==> config.mk <==
export PLATFORM = sky130hd
export DESIGN_NAME = bbox_tracker
export DESIGN_NICKNAME = d
export VERILOG_FILES = /design/src/rtl/frame_diff_pkg.sv /design/src/rtl/bbox_xy_cnt.sv /design/src/rtl/bbox_tracker.sv
export SDC_FILE = /design/constraint.sdc
export NUM_CORES = 1
export LEC_CHECK = 0
export BUFFER_PORTS_ARGS = -buffer_cell sky130_fd_sc_hd__clkbuf_2
export CAP_MARGIN = 25
export CORE_AREA = 2 2 176 143
export DETAILED_ROUTE_END_ITERATION = 10
export DIE_AREA = 0 0 178 145
export GPL_TIMING_DRIVEN = 0
export PLACE_DENSITY_LB_ADDON = 0.12
export SETUP_SLACK_MARGIN = 0.02
export SYNTH_ARGS = -nofsm -noshare
export SYNTH_HDL_FRONTEND = slang
export SYNTH_SLANG_ARGS = --single-unit
export TNS_END_PERCENT = 10
==> constraint.sdc <==
create_clock -name clk -period 6.1 [get_ports clk]
set_input_delay 0 -clock clk [delete_from_list [all_inputs] [get_ports clk]]
set_output_delay 0 -clock clk [all_outputs]
set_load 0.1 [all_outputs]
==> src/rtl/frame_diff_pkg.sv <==
// Shared types and default sizing for the frame-analysis blocks.
//   bbox_state_t : tracker FSM states
//   DEF_*        : default parameter values for bbox_tracker / bbox_xy_cnt
package frame_diff_pkg;

  typedef enum logic [1:0] {
    IDLE   = 2'd0,
    ACTIVE = 2'd1,
    DONE   = 2'd2
  } bbox_state_t;

  localparam int DEF_H_ACT   = 1280;
  localparam int DEF_V_ACT   = 720;
  localparam int DEF_CW      = 11;
  localparam int DEF_MIN_PIX = 16;
  localparam int DEF_MAX_BOX = 500;
  localparam int DEF_PW      = 21;

endpackage

==> src/rtl/bbox_xy_cnt.sv <==
// Pixel coordinate counter driven purely by the valid strobe.
//   clk, rst : clock, async active-high reset
//   clr      : synchronous restart to (0,0); wins over en
//   en       : advance one pixel
//   x, y     : coordinate of the pixel currently presented
//   last     : current coordinate is (H_ACT-1, V_ACT-1)
module bbox_xy_cnt
  import frame_diff_pkg::*;
#(
  parameter int H_ACT = DEF_H_ACT,
  parameter int V_ACT = DEF_V_ACT,
  parameter int CW    = DEF_CW
) (
  input  logic          clk,
  input  logic          rst,
  input  logic          clr,
  input  logic          en,
  output logic [CW-1:0] x,
  output logic [CW-1:0] y,
  output logic          last
);

  localparam logic [CW-1:0] X_LAST = CW'(H_ACT - 1);
  localparam logic [CW-1:0] Y_LAST = CW'(V_ACT - 1);

  always_ff @(posedge clk or posedge rst) begin
    if (rst) begin
      x <= '0;
      y <= '0;
    end else if (clr) begin
      x <= '0;
      y <= '0;
    end else if (en) begin
      if (x == X_LAST) begin
        x <= '0;
        // y wraps too so a stray pixel after the frame cannot run off the end
        y <= (y == Y_LAST) ? '0 : y + 1'b1;
      end else begin
        x <= x + 1'b1;
      end
    end
  end

  assign last = (x == X_LAST) && (y == Y_LAST);

endmodule

==> src/rtl/bbox_tracker.sv <==
// Bounding-box tracker for a binary foreground stream.
//   clk, rst         : clock, async active-high reset
//   pre_img_vsync    : frame sync, rising edge starts/restarts a frame
//   pre_img_valid    : active-pixel strobe
//   pre_img_data     : 1 = foreground
//   box_valid        : latched result reached MIN_PIX
//   top/bottom/left/right_edge : latched box (bottom/right clamped to MAX_BOX)
//   pix_cnt          : latched foreground count
//   frame_done       : one-cycle pulse with each new latched result
//   frame_err        : one-cycle pulse when a frame is aborted by vsync
module bbox_tracker
  import frame_diff_pkg::*;
#(
  parameter int H_ACT   = DEF_H_ACT,
  parameter int V_ACT   = DEF_V_ACT,
  parameter int CW      = DEF_CW,
  parameter int MIN_PIX = DEF_MIN_PIX,
  parameter int MAX_BOX = DEF_MAX_BOX,
  parameter int PW      = DEF_PW
) (
  input  logic          clk,
  input  logic          rst,
  input  logic          pre_img_vsync,
  input  logic          pre_img_valid,
  input  logic          pre_img_data,
  output logic          box_valid,
  output logic [CW-1:0] top_edge,
  output logic [CW-1:0] bottom_edge,
  output logic [CW-1:0] left_edge,
  output logic [CW-1:0] right_edge,
  output logic [PW-1:0] pix_cnt,
  output logic          frame_done,
  output logic          frame_err
);

  localparam logic [CW:0] BOX_M1 = (CW+1)'(MAX_BOX - 1);

  bbox_state_t state, state_nxt;
  logic          vs_d, vs_pos;
  logic          px_en, fg_hit, last_px, at_last;
  logic [CW-1:0] x, y;
  logic [CW-1:0] min_x, max_x, min_y, max_y;
  logic [CW-1:0] min_x_n, max_x_n, min_y_n, max_y_n;
  logic [PW-1:0] cnt, cnt_n;
  logic [CW:0]   bot_lim, rgt_lim;
  logic [CW-1:0] bot_c, rgt_c;
  logic          box_ok;

  always_ff @(posedge clk or posedge rst) begin
    if (rst) vs_d <= 1'b0;
    else     vs_d <= pre_img_vsync;
  end

  assign vs_pos  = pre_img_vsync & ~vs_d;
  assign px_en   = (state == ACTIVE) & pre_img_valid;
  // vsync always wins over the pixel presented in the same cycle
  assign fg_hit  = px_en & pre_img_data & ~vs_pos;
  assign last_px = px_en & at_last & ~vs_pos;

  bbox_xy_cnt #(.H_ACT(H_ACT), .V_ACT(V_ACT), .CW(CW)) u_xy (
    .clk  (clk),
    .rst  (rst),
    .clr  (vs_pos),
    .en   (px_en),
    .x    (x),
    .y    (y),
    .last (at_last)
  );

  // accumulator values including the pixel sampled this cycle; the result
  // latch reads these so the final pixel is part of the reported box
  always_comb begin
    min_x_n = min_x;
    max_x_n = max_x;
    min_y_n = min_y;
    max_y_n = max_y;
    cnt_n   = cnt;
    if (fg_hit) begin
      if (x < min_x) min_x_n = x;
      if (x > max_x) max_x_n = x;
      if (y < min_y) min_y_n = y;
      if (y > max_y) max_y_n = y;
      if (cnt != '1) cnt_n = cnt + 1'b1;
    end
  end

  always_ff @(posedge clk or posedge rst) begin
    if (rst) begin
      min_x <= '0;
      max_x <= '0;
      min_y <= '0;
      max_y <= '0;
      cnt   <= '0;
    end else if (vs_pos) begin
      min_x <= '1;
      max_x <= '0;
      min_y <= '1;
      max_y <= '0;
      cnt   <= '0;
    end else begin
      min_x <= min_x_n;
      max_x <= max_x_n;
      min_y <= min_y_n;
      max_y <= max_y_n;
      cnt   <= cnt_n;
    end
  end

  // one extra bit keeps min+MAX_BOX-1 from wrapping below max
  assign bot_lim = {1'b0, min_y_n} + BOX_M1;
  assign rgt_lim = {1'b0, min_x_n} + BOX_M1;
  assign bot_c   = ({1'b0, max_y_n} < bot_lim) ? max_y_n : bot_lim[CW-1:0];
  assign rgt_c   = ({1'b0, max_x_n} < rgt_lim) ? max_x_n : rgt_lim[CW-1:0];
  assign box_ok  = (cnt_n >= PW'(MIN_PIX));

  always_ff @(posedge clk or posedge rst) begin
    if (rst) state <= IDLE;
    else     state <= state_nxt;
  end

  always_comb begin
    state_nxt = state;
    unique case (state)
      IDLE:    if (vs_pos) state_nxt = ACTIVE;
      ACTIVE:  if (last_px) state_nxt = DONE;
      DONE:    state_nxt = vs_pos ? ACTIVE : IDLE;
      default: state_nxt = IDLE;
    endcase
  end

  // results are loaded on the edge that enters DONE, so they and frame_done
  // are visible together for the single DONE cycle
  always_ff @(posedge clk or posedge rst) begin
    if (rst) begin
      box_valid   <= 1'b0;
      top_edge    <= '0;
      bottom_edge <= '0;
      left_edge   <= '0;
      right_edge  <= '0;
      pix_cnt     <= '0;
      frame_done  <= 1'b0;
      frame_err   <= 1'b0;
    end else begin
      frame_done <= 1'b0;
      frame_err  <= (state == ACTIVE) & vs_pos;
      if (last_px) begin
        frame_done  <= 1'b1;
        box_valid   <= box_ok;
        pix_cnt     <= cnt_n;
        top_edge    <= box_ok ? min_y_n : '0;
        bottom_edge <= box_ok ? bot_c   : '0;
        left_edge   <= box_ok ? min_x_n : '0;
        right_edge  <= box_ok ? rgt_c   : '0;
      end
    end
  end

endmodule

; ---- Word level (Yosys, flattened, before mapping)
; Cells that the tools add are included.
[totals]
wordCells = 84
output_inout_bits = 68
ff_bits = 158
[op_classes]
order_cmp = 7
bitwise_logic = 9
reduce_logical = 6
n_eq_ne = 7
add_sub_neg = 5
n_mux = 33
[op_table]
columns = op, count
row1 = $mux 11, 25
row2 = $mux 21, 3
row3 = $add 11x9->12 const B, 2
row4 = $lt 11x12->1, 2
row5 = $add 11x1->11 const B, 2
row6 = $gt 11x11->1, 2
row7 = $lt 11x11->1, 2
row8 = $add 21x1->21 const B, 1
row9 = $ge 21x5->1 const B, 1
row10 = $ne 21x21->1 const B, 1
row11 = $eq 11x10->1 const B, 1
row12 = $eq 11x11->1 const B, 1
row13 = $and 1x1->1, 7
row14 = $pmux 2 s3, 1
row15 = $mux 2, 2
row16 = $ne 2x2->1 const B, 2
row17 = $reduce_and 2->1, 2
row18 = $reduce_bool 2->1, 2
row19 = $eq 2x1->1 const B, 1
row20 = $eq 2x2->1 const B, 1
row21 = $logic_not 2->1, 1
row22 = $mux 1, 2
row23 = $not 1->1, 2
row24 = $logic_and 1x1->1, 1

; ---- Longest topological paths before layout
[depth]
ltp_word = 9
depth_mapped = 20
depth_no_buf = 17

; ---- Hierarchy
; Synthesis repeated with hierarchy kept, for this count alone.
[unflattened]
hier_cells = 1017
hier_area_um2 = 9450.3
[modules_own_cells]
columns = module, cells_per_inst, area_each_um2, instances, seq_area_each_um2
row1 = bbox_tracker, 883, 8145.3, 1, 3403.3
row2 = bbox_xy_cnt, 134, 1305.0, 1, 550.5

; ---- Worst setup path after synthesis
; Ideal clock, no wire load.
[synth_timing]
kind = reg-to-reg
from = register min_y[8]
to = register bottom_edge[1]
setup_time_ns = 0.074
t_required_ns = 6.026
arrival_time_ns = 4.143
stages_incl_launch_ff = 21
period_less_slack_ns = 4.217
slack_ns = 1.883
cell_sequence = dfrtp_1 -> inv_1 -> ha_1 -> a211oi_1 -> nor2_1 -> a2111oi_4 -> nand2_2 -> buf_2 -> buf_1 -> o21ai_0 -> o21ai_0 -> ha_1 -> a21o_1 -> a21oi_1 -> o211ai_1 -> a31o_2 -> nor3b_1 -> a221o_1 -> buf_2 -> mux2_2 -> o21ai_2
[synth_via]
elab_chain_len = 7
[synth_lines]
columns = element, line_no
row1 = start: declaration, bbox_tracker.sv:42  ; logic [CW-1:0] min_x, max_x, min_y, max_y;
row2 = start signal: assignment, bbox_tracker.sv:103  ; min_y <= min_y_n;
row3 = $lt 11x11->1, bbox_tracker.sv:81  ; if (y < min_y) min_y_n = y;
row4 = $mux 11, bbox_tracker.sv:81
row5 = $mux 11 *, bbox_tracker.sv:78  ; if (fg_hit) begin
row6 = $add 11x9->12 *, bbox_tracker.sv:110  ; assign bot_lim = {1'b0, min_y_n} + BOX_M1;
row7 = $lt 11x12->1, bbox_tracker.sv:112  ; assign bot_c = ({1'b0, max_y_n} < bot_lim) ? max_y_n : bot_lim[CW-1:0];
row8 = $mux 11 *, bbox_tracker.sv:112
row9 = $mux 11 *, bbox_tracker.sv:151  ; bottom_edge <= box_ok ? bot_c : '0;
row10 = end signal: assignment, bbox_tracker.sv:151
row11 = end: declaration, bbox_tracker.sv:28  ; output logic [CW-1:0] bottom_edge,
; Every way passes the cells marked *; elsewhere a longest branch is shown, timed or not.
; A chain may end at the register's enable or synchronous reset.

; ---- Worst setup path in the final report
[layout_timing]
from = register min_y[8]
to = register bottom_edge[7]
; Same word-level chain as after synthesis.

==> results.py <==
metrics = {
    "status": {
        "status": "finished, final reports clean",
    },
    "setup_path": {
        "arrival_ns": 5.51,
        "end_kind": "flop",
        "criticalPathCategory": "reg -> reg",
        "r2r_setup_slack_ns": 0.96,
        "startpoint": "min_y[8]$_DFF_PP0_",
        "crit_fanout": 10,
        "critPathSlowestCell": "a2111oi_4",
        "cp.required_ns": 6.47,
        "rr_endpoint": "bottom_edge[7]$_DFFE_PP0P_",
        "reg2reg_from": "min_y[8]$_DFF_PP0_",
        "crit_path_max_incr_delay_ns": 0.56,
        "start_kind": "flop",
        "critPathTopFamily": "compound AO/OA/AOI/OAI gates",
        "rr_worst_depth": 20,
        "crit_chain": "inv_1 -> ha_1 -> a211oi_1 -> nor2_1 -> a2111oi_4 -> nand2_2 -> buf_2 -> buf_1 -> o21ai_0 -> o21ai_0 -> ha_1 -> a21o_1 -> a21oi_1 -> o211ai_1 -> a31o_2 -> nor3b_1 -> a221o_1 -> buf_2 -> mux2_1 -> o21ai_2",
        "path_buf_inv": 4,
    },
    "clock_tree": {
        "clock_latency_ns": 0.44,
        "cts_tree": "yes",
        "cts-resized-gates": 0,
        "cts_sinks": 158,
        "cts_root_buf": "clkbuf_16",
        "clockBufferDepth": 2,
        "h-tree-depth": 4,
        "tritoncts.num_buffers": 17,
        "cts.reportedPaths.clkPinSlew_ns": 0.08,
    },
    "layout": {
        "fillers": 2371,
        "fin_area_um2": 10900,
        "nets": 1198,
        "layout-drive-gt1-share_pct": 15.9,
        "layout_common_cells": "dfrtp_1, nand2_1, nor2_1",
        "n_antenna_cell": 0,
        "syn_to_final_growth_pct": 14.8,
        "final_common_cell": "dfrtp_1",
    },
    "yosys": {
        "ys_ff_latch": 158,
        "syn_avg_cell_area_um2": 9.17,
        "ys_seq_area_share_pct": 41.7,
        "ys.flop_type": "dfrtp_1",
        "syn_inst": 1034,
        "synth_edf_count": 0,
        "yosysUniqueCellTypes": 66,
        "async_flop_share_pct": 100,
        "yosysWarnings": 0,
        "syn_nets": 1104,
        "netlist_area_um2": 9480,
    },
    "grt": {
        "first_global_vias": 7559,
        "antenna_found_initial": 0,
        "grt_max_degree": 85,
        "grt_usage_pct": 21.0,
        "grt_pass1_wl_um": 42000,
        "grt-ovfl-total": 0,
    },
    "drt": {
        "drt_iter0_drc": 465,
        "postRouteAntennaNets": 0,
        "route.detailed.drc": 0,
        "vias": 7642,
        "routedWlPerCell_um": 17.4,
        "drt_first_pass_iters": 5,
        "via_per_inst": 5.24,
        "wl_um": 25400,
    },
    "timing": {
        "setup_viol": 0,
        "hold_violations": 0,
        "finalCritPeriodShare_pct": 84.3,
        "min_period_ns": 5.14,
        "tns_ns": 0,
        "rsz0062_at_grt": "false",
        "fmax_mhz": 194,
        "finClkSkew_ns": 0.0143,
        "tightestPinTransition_ns": 0.869,
        "finalMaxSlewViolations": 0,
        "max_slew_margin_pct": 42.0,
    },
    "worst_hold_path": {
        "hp-class": "in -> async",
    },
    "die": {
        "floorplan.rows": 51,
        "initial_utilization_pct": 39.4,
        "die_h_um": 145,
        "core_um2": 24100,
        "die_x_um": 178,
        "die_area_um2": 25800,
        "io_pins": 73,
    },
    "place": {
        "io_buffer_count": 72,
        "place.gp.congestion": 0.889,
        "post_dp_cell_area_um2": 10300,
        "post-dp-hpwl_um": 19300,
    },
    "power_and_ir_drop": {
        "vdd_drop_max_mv": 0.189,
        "leakage_nw": 5.36,
        "powerDensity_nw_per_um2": 240,
    },
    "run": {
        "cap_violations": 0,
    },
}
==> layer usage <==
metal | track usage [%] | routed length, µm | up-vias
li1 | - | - | 3776
met1 | 32.5 | 13400 | 3697
met2 | 29.9 | 10600 | 148
met3 | 3.93 | 1190 | 21
met4 | 4.67 | 251 | 0
met5 | 0 | 0 | -
==> how the worst max path moves through the flow <==
| stage | to | depth (start not counted) | slack (ns) |
|---|---|---|---|
| after global placement | max_y[6]$_DFF_PP0_ | 2 | -0.28 |
| final | bottom_edge[7]$_DFFE_PP0P_ | 20 | 0.96 |
| after detailed placement | bottom_edge[0]$_DFFE_PP0P_ | 20 | 1.07 |
| after CTS | bottom_edge[0]$_DFFE_PP0P_ | 20 | 1.00 |
| after floorplan | bottom_edge[0]$_DFFE_PP0P_ | 1 | 1.84 |
| after global routing | bottom_edge[0]$_DFFE_PP0P_ | 20 | 0.57 |
==> tightest hold or removal path, stage by stage <==
cell and delay (ns):
dlygate4sd3_1 0.53, clkbuf_2 0.14, inv_8 0.40
==> per-stage QoR <==
stage	power (mW)	hold WS [ns]	util (%)	std cells	setup WS, ns
floorplan	1.43	0.0314	-	1034	1.84
global placement	1.55	0.183	42.6	1424	-0.275
detailed placement	1.56	0.121	42.7	1425	1.07
CTS	2.63	0.185	45.2	1459	1.00
global route	2.74	0.239	45.2	1459	0.569
finish	2.61	0.162	45.2	1459	0.956
==> cell usage after synthesis, drive strengths merged (4+ instances only) <==
master | count | area [µm²]
or3 | 7 | 43.8
nand4 | 19 | 119
xnor2 | 32 | 280
nand2 | 136 | 518
xor2 | 18 | 158
and3 | 11 | 68.8
and2 | 7 | 43.8
o21a | 4 | 30.0
inv | 73 | 274
o21ai | 95 | 581
mux2 | 19 | 214
nor3 | 17 | 95.1
nand2b | 10 | 62.6
nand3 | 31 | 168
mux2i | 41 | 414
nor2 | 100 | 375
a31oi | 5 | 31.3
a211oi | 10 | 80.1
a31o | 4 | 35.0
nor4 | 6 | 52.6
buf | 18 | 115
ha | 65 | 813
a21oi | 49 | 249
o31ai | 7 | 66.3
o21bai | 5 | 37.5
nor2b | 5 | 31.3
a21o | 10 | 75.1
clkbuf | 34 | 128
dfrtp | 158 | 3950
==> sequential cells by signal (all words and copies together) (netlist names) <==
| name | count |
|---|---|
| cnt | 21 |
| pix_cnt | 21 |
| bottom_edge | 11 |
| left_edge | 11 |
| max_x | 11 |
| max_y | 11 |
| min_x | 11 |
| min_y | 11 |
| right_edge | 11 |
| top_edge | 11 |
| u_xy.x | 11 |
| u_xy.y | 11 |
| state | 2 |
| box_valid | 1 |
| frame_done | 1 |
| frame_err | 1 |
| vs_d | 1 |
==> timing repair <==
action                                  in CTS  in global routing
hold buffers                                 2                  0
endpoints found under the setup margin       0                  0
endpoints found under the hold margin       75                  0
buffers inserted                             0                  0
==> power by group <==
part | leakage (nW) | switching [mW] | total, mW | internal (mW)
Combinational | 2.95 | 0.267 | 0.415 | 0.148
Clock | 0.286 | 0.516 | 1.07 | 0.550
Sequential | 2.12 | 0.0429 | 1.13 | 1.08
==> cell families (layout without fill, tap and decap cells) <==
| logic type | count (synthesis) | in the layout | share of synthesized area [%] |
|---|---|---|---|
| DFF | 158 | 158 | 41.7 |
| and+or+nand+nor | 363 | 363 | 17.8 |
| AOI/OAI and AO/OA | 213 | 213 | 15.2 |
| muxes | 60 | 60 | 6.63 |
| xor gates and xnor gates | 50 | 50 | 4.62 |
| adders and majority gates | 65 | 65 | 8.58 |
| buffers and inverters | 125 | 232 | 5.45 |
==> final cells by class <==
cell class | instances | area (µm²) | share of cell area [%]
buffer | 52 | 243 | 2.23
clock buffer | 17 | 425 | 3.91
clock inverter | 15 | 168 | 1.54
inverter | 73 | 282 | 2.59
multi-input combinational | 751 | 5010 | 46.0
sequential | 158 | 3950 | 36.3
tap | 318 | 398 | 3.66
timing repair buffer | 75 | 408 | 3.75
Power figures use the tool's default switching activity.
